<file path="config.mk">
export PLATFORM = sky130hd
export DESIGN_NAME = result_collector
export DESIGN_NICKNAME = d
export VERILOG_FILES = /design/src/rtl/result_collector.sv
export SDC_FILE = /design/constraint.sdc
export NUM_CORES = 1
export LEC_CHECK = 0
export BUFFER_PORTS_ARGS = -buffer_cell sky130_fd_sc_hd__buf_2
export CAP_MARGIN = 25
export CORE_ASPECT_RATIO = 1.4
export CORE_MARGIN = 8
export CORE_UTILIZATION = 58
export CTS_BUF_LIST = sky130_fd_sc_hd__clkbuf_4 sky130_fd_sc_hd__clkbuf_8
export DETAILED_ROUTE_END_ITERATION = 6
export GPL_TIMING_DRIVEN = 1
export HOLD_SLACK_MARGIN = 0.05
export PLACE_DENSITY = 0.82
export REMOVE_ABC_BUFFERS = 1
export SLEW_MARGIN = 5
export SYNTH_ARGS = -nofsm -noshare
export SYNTH_HDL_FRONTEND = slang
export SYNTH_SLANG_ARGS = --single-unit
</file>
<file path="constraint.sdc">
create_clock -name clk -period 2.75 [get_ports clk]
set_input_delay 0.275 -clock clk [delete_from_list [all_inputs] [get_ports clk]]
set_output_delay 0.275 -clock clk [all_outputs]
set_load 0.05 [all_outputs]
</file>
<file path="src/rtl/result_collector.sv">
// Serial result-bit collector: assembles datapath result bits into a word, LSB-first (Mult)
// or MSB-first (RS). Optional abort input enabled by defining RESULT_COLLECTOR_ABORT_EN.
module result_collector #(
  parameter int unsigned WORD_LENGTH = 16
) (
  input  logic                   clk,
  input  logic                   reset,
`ifdef RESULT_COLLECTOR_ABORT_EN
  input  logic                   abort,
`endif
  input  logic                   start,
  input  logic                   op,
  input  logic [7:0]             nsteps,
  input  logic                   bit_in,
  input  logic                   bit_valid,
  output logic [WORD_LENGTH-1:0] Q,
  output logic                   busy,
  output logic                   done
);

  // nsteps is 8 bits wide, so a word wider than 255 never clamps it.
  localparam int unsigned WlClamp = (WORD_LENGTH > 255) ? 255 : WORD_LENGTH;
  localparam logic [7:0]  WlSteps = 8'(WlClamp);

  typedef enum logic [1:0] {StIdle, StCollect, StDone} state_e;

  state_e                 state_q, state_d;
  logic [WORD_LENGTH-1:0] q_q, q_d;
  logic [7:0]             cnt_q, cnt_d;
  logic [7:0]             steps_q, steps_d;
  logic                   op_q, op_d;
  logic [7:0]             eff_steps;

  assign eff_steps = (nsteps > WlSteps) ? WlSteps : nsteps;

  always_comb begin
    state_d = state_q;
    q_d     = q_q;
    cnt_d   = cnt_q;
    steps_d = steps_q;
    op_d    = op_q;

    unique case (state_q)
      StIdle: begin
        if (start) begin
          q_d     = '0;
          cnt_d   = '0;
          op_d    = op;
          steps_d = eff_steps;
          state_d = (eff_steps == 8'd0) ? StDone : StCollect;
        end
      end
      StCollect: begin
        if (bit_valid) begin
          q_d   = op_q ? {q_q[WORD_LENGTH-2:0], bit_in} : {bit_in, q_q[WORD_LENGTH-1:1]};
          cnt_d = cnt_q + 8'd1;
          if (cnt_q == steps_q - 8'd1) begin
            state_d = StDone;
          end
        end
      end
      StDone: begin
        state_d = StIdle;
      end
      default: begin
        state_d = StIdle;
      end
    endcase

`ifdef RESULT_COLLECTOR_ABORT_EN
    // Abort overrides any bit accepted on the same edge.
    if (abort && (state_q != StIdle)) begin
      state_d = StIdle;
      q_d     = '0;
      cnt_d   = '0;
    end
`endif
  end

  always_ff @(posedge clk or negedge reset) begin
    if (!reset) begin
      state_q <= StIdle;
      q_q     <= '0;
      cnt_q   <= '0;
      steps_q <= '0;
      op_q    <= 1'b0;
    end else begin
      state_q <= state_d;
      q_q     <= q_d;
      cnt_q   <= cnt_d;
      steps_q <= steps_d;
      op_q    <= op_d;
    end
  end

  assign Q    = q_q;
  assign busy = (state_q == StCollect);
  assign done = (state_q == StDone);

endmodule
</file>
==> metrics.csv <==
stage,metric,value,unit
run_status,outcome,finished clean,
synth,Seq cells post-synth,35,
cells_and_area,area grow syn2layout,12.1,%
synth,Synth cell types,35,
floorplan,Die X,64.2,µm
drt,wire length per cell,16.6,µm
clock_network,hold_buf cts,0,
timing,Fin. Hold Viols,0,
synth,Yosys warning count,0,
clock_network,clock slew at reported path FFs,0.07,ns
clock_network,Inserted Clock Buffers,5,
grt,gr usage total,0.171,
cells_and_area,layout cells sized above 1,0.195,
floorplan,initial core utilization,0.605,
power,Comb power frac,0.451,
clock_network,H-Tree Depth,2,
timing,Worst-Margin Slew,0.854,ns
worst_setup_path,Worst Path Arrival,2.47,ns
cells_and_area,Final Non-Filler Cells,259,
floorplan,IO Pins,32,
power,total power,2.35,mW
drt,WL final,4.30,mm
grt,first-pass GRT wire length,7.47,mm
flow_run,max-cap viol count,0,
power,worst vdd ir,0.680,mV
drt,Routed Antenna Nets,0,
synth,"Seq/Total Area, Yosys",0.464,
floorplan,row cnt,24,
power,Internal Pwr Total,1.23,mW
drt,via/cell ratio,5.95,
timing,Peak Freq,435,MHz
worst_setup_path,Worst path slowest cell,or4_4,
power,fraction of power spent switching nets,0.476,
worst_setup_path,crit end category,flop,
timing,Worst Skew,0.00377,ns
synth,Mapped Avg Cell Area,9.73,µm²
drt,via count,1540,
grt,largest net degree at the start of global routing,36,
power,PD cells,1110,nW/µm²
cells_and_area,antenna diode count,0,
worst_setup_path,worst path bufs/invs,0,
placement,dpl cells,252,
placement,DP HPWL,3.15,mm
worst_setup_path,CP startpoint kind,flop,
clock_network,CTS tree,yes,
synth,Post-Synthesis Cell Area,1890,µm²
placement,number of buffers added on ports,31,
clock_network,worst skew pair latency,0.28,ns
timing,"Slew Viols, Final",0,
grt,initial antenna violation count,0,
timing,RSZ-0062 raised after global routing,false,
drt,Initial DRT Pass Iterations,4,
timing,final setup vio count,0,
clock_network,postcts setup bufs,0,
cells_and_area,Filler cells,259,
timing,fin crit share,0.836,
clock_network,Root Driver,clkbuf_8,
min_path,worst hold path class,input pin to async pin,
worst_setup_path,slowest cell delay on critical path,0.48,ns
synth,Synth Instances,194,
power,P_leak,1.03,nW
drt,Detailed Route Iter0 Violations,117,
power,Switch Pwr,1.12,mW
drt,DRC Markers,0,
timing,slew margin rel.,0.430,
timing,crit path time final,2.30,ns
cells_and_area,Final nets,236,
worst_setup_path,crit path cell chain,"or3_4, or4_4, xnor2_1, nor4_1, nand3_1, a22o_1",
power,clock network fraction of total power,0.158,
clock_network,CTS Sinks,35,
worst_setup_path,CP top delay family,simple AND/OR/NAND/NOR gates,
placement,Placer Congestion,0.940,
floorplan,die area,5360,µm²
grt,grt ovf,0,
floorplan,die height,83.5,µm
grt,vias in the first global route,1611,
clock_network,# resized after CTS,0,
worst_setup_path,largest fanout on the critical path,7,
timing,Final TNS setup,0,ns
clock_network,deepest clock path buffer count,2,
worst_setup_path,type of the worst setup path,flop to flop,
floorplan,Core Area,3120,µm²
worst_setup_path,CP Data Required Time,2.92,ns
power,Seq pwr share,0.391,
sequential cells by signal, indices dropped and copies added (netlist names):
| register | count |
|---|---|
| state_q | 2 |
| Q | 16 |
| op_q | 1 |
| steps_q | 8 |
| cnt_q | 8 |
per-layer routing:
metal,GRT usage,wire [µm]
met4,0.0837,134
met2,0.301,2200
met5,0,0
met3,0.0484,313
met1,0.181,1660
power groups by stage:
stage                     clock network, mW  registers (mW)  logic [mW]
after floorplan                           0            1.19       0.507
after global placement                    0           0.912        1.03
after detailed placement                  0           0.922        1.06
after CTS                             0.383           0.915        1.06
after global routing                  0.401           0.947        1.16
final                                 0.371           0.918        1.06
cells by family (layout without fill, tap and decap cells):
logic type / Yosys count / in the layout / synth area share
AOI/OAI and AO/OA: 31 / 31 / 0.118
adders and majority gates: 2 / 2 / 0.0133
muxes: 18 / 18 / 0.0954
and+or+nand+nor: 75 / 75 / 0.192
buffers and inverters: 18 / 44 / 0.0477
xor gates and xnor gates: 15 / 15 / 0.0696
DFF: 35 / 35 / 0.464
cell usage in the layout, fill, tap and decap left out, types with 5 or more instances in the layout:
cell / instances
clkbuf_8: 6
o31ai_1: 17
nand2_1: 28
xor2_1: 12
dfrtp_1: 35
inv_1: 5
buf_2: 31
mux2i_1: 18
nand3_1: 8
nor2_1: 17
per-stage QoR:
| step | hold slack, ns | util | cell area, µm² | setup slack [ns] |
|---|---|---|---|---|
| floorplan | -0.0206 | - | 1820 | 0.696 |
| global placement | 0.375 | 0.649 | 2030 | 0.628 |
| detailed placement | 0.392 | 0.649 | 2030 | 0.544 |
| CTS | 0.0817 | 0.677 | 2120 | 0.519 |
| global route | 0.132 | 0.677 | 2120 | 0.422 |
| finish | 0.0584 | 0.677 | 2120 | 0.451 |
cell usage after synthesis:
| cell type | n | share of area |
|---|---|---|
| ha_1 | 2 | 0.013 |
| buf_6 | 2 | 0.012 |
| inv_1 | 5 | 0.0099 |
| nor3_1 | 2 | 0.0053 |
| a22o_2 | 1 | 0.0053 |
| buf_2 | 3 | 0.0079 |
| nor4_1 | 3 | 0.0099 |
| and4_1 | 3 | 0.014 |
| mux2i_1 | 18 | 0.095 |
| a211oi_1 | 1 | 0.0040 |
| nor2_1 | 17 | 0.034 |
| or4_4 | 1 | 0.0060 |
| clkbuf_1 | 7 | 0.014 |
| and3_1 | 1 | 0.0033 |
| or4_1 | 1 | 0.0040 |
| nand2_1 | 28 | 0.056 |
| a2bb2oi_1 | 1 | 0.0046 |
| or3_4 | 1 | 0.0060 |
| nor2b_1 | 1 | 0.0033 |
| o31ai_1 | 17 | 0.068 |
| xnor2_1 | 3 | 0.014 |
| nand3_1 | 8 | 0.021 |
| buf_4 | 1 | 0.0040 |
| a31oi_1 | 1 | 0.0033 |
| nand2b_1 | 2 | 0.0066 |
| xor2_1 | 12 | 0.056 |
| a22o_1 | 2 | 0.0093 |
| o21ai_0 | 3 | 0.0079 |
| o21ai_1 | 2 | 0.0053 |
| a21oi_1 | 2 | 0.0053 |
| and2_1 | 3 | 0.0099 |
| nand4_1 | 2 | 0.0066 |
| dfrtp_1 | 35 | 0.46 |
| o31a_2 | 1 | 0.0053 |
| or2_1 | 2 | 0.0066 |
final cells by class:
class                      instances  area [µm²]  share of cell area
clock buffer                       6        82.6              0.0390
clock inverter                     1        5.00             0.00237
inverter                           5        18.8             0.00887
multi-input combinational        141         922               0.436
sequential                        35         876               0.414
tap                               39        48.8              0.0231
timing repair buffer              32         163              0.0769
final timing paths:
path                            cells past startpoint                endpoint  slack (ns)                    from
min in group clk                                    3        op_q$_DFFE_PN0P_        0.20                      op
worst min register to register                      2       Q[15]$_DFFE_PN0P_        0.51       Q[15]$_DFFE_PN0P_
max in group asynchronous                           1  state_q[0]$_DFFE_PN0P_        2.21                   reset
worst min-delay path                                1       Q[13]$_DFFE_PN0P_        0.06                   reset
worst max register to register                      6  state_q[0]$_DFFE_PN0P_        0.45  steps_q[2]$_DFFE_PN0P_
worst max-delay path                                6  state_q[0]$_DFFE_PN0P_        0.45  steps_q[2]$_DFFE_PN0P_
No activity file was read; power rests on OpenSTA's default activity.
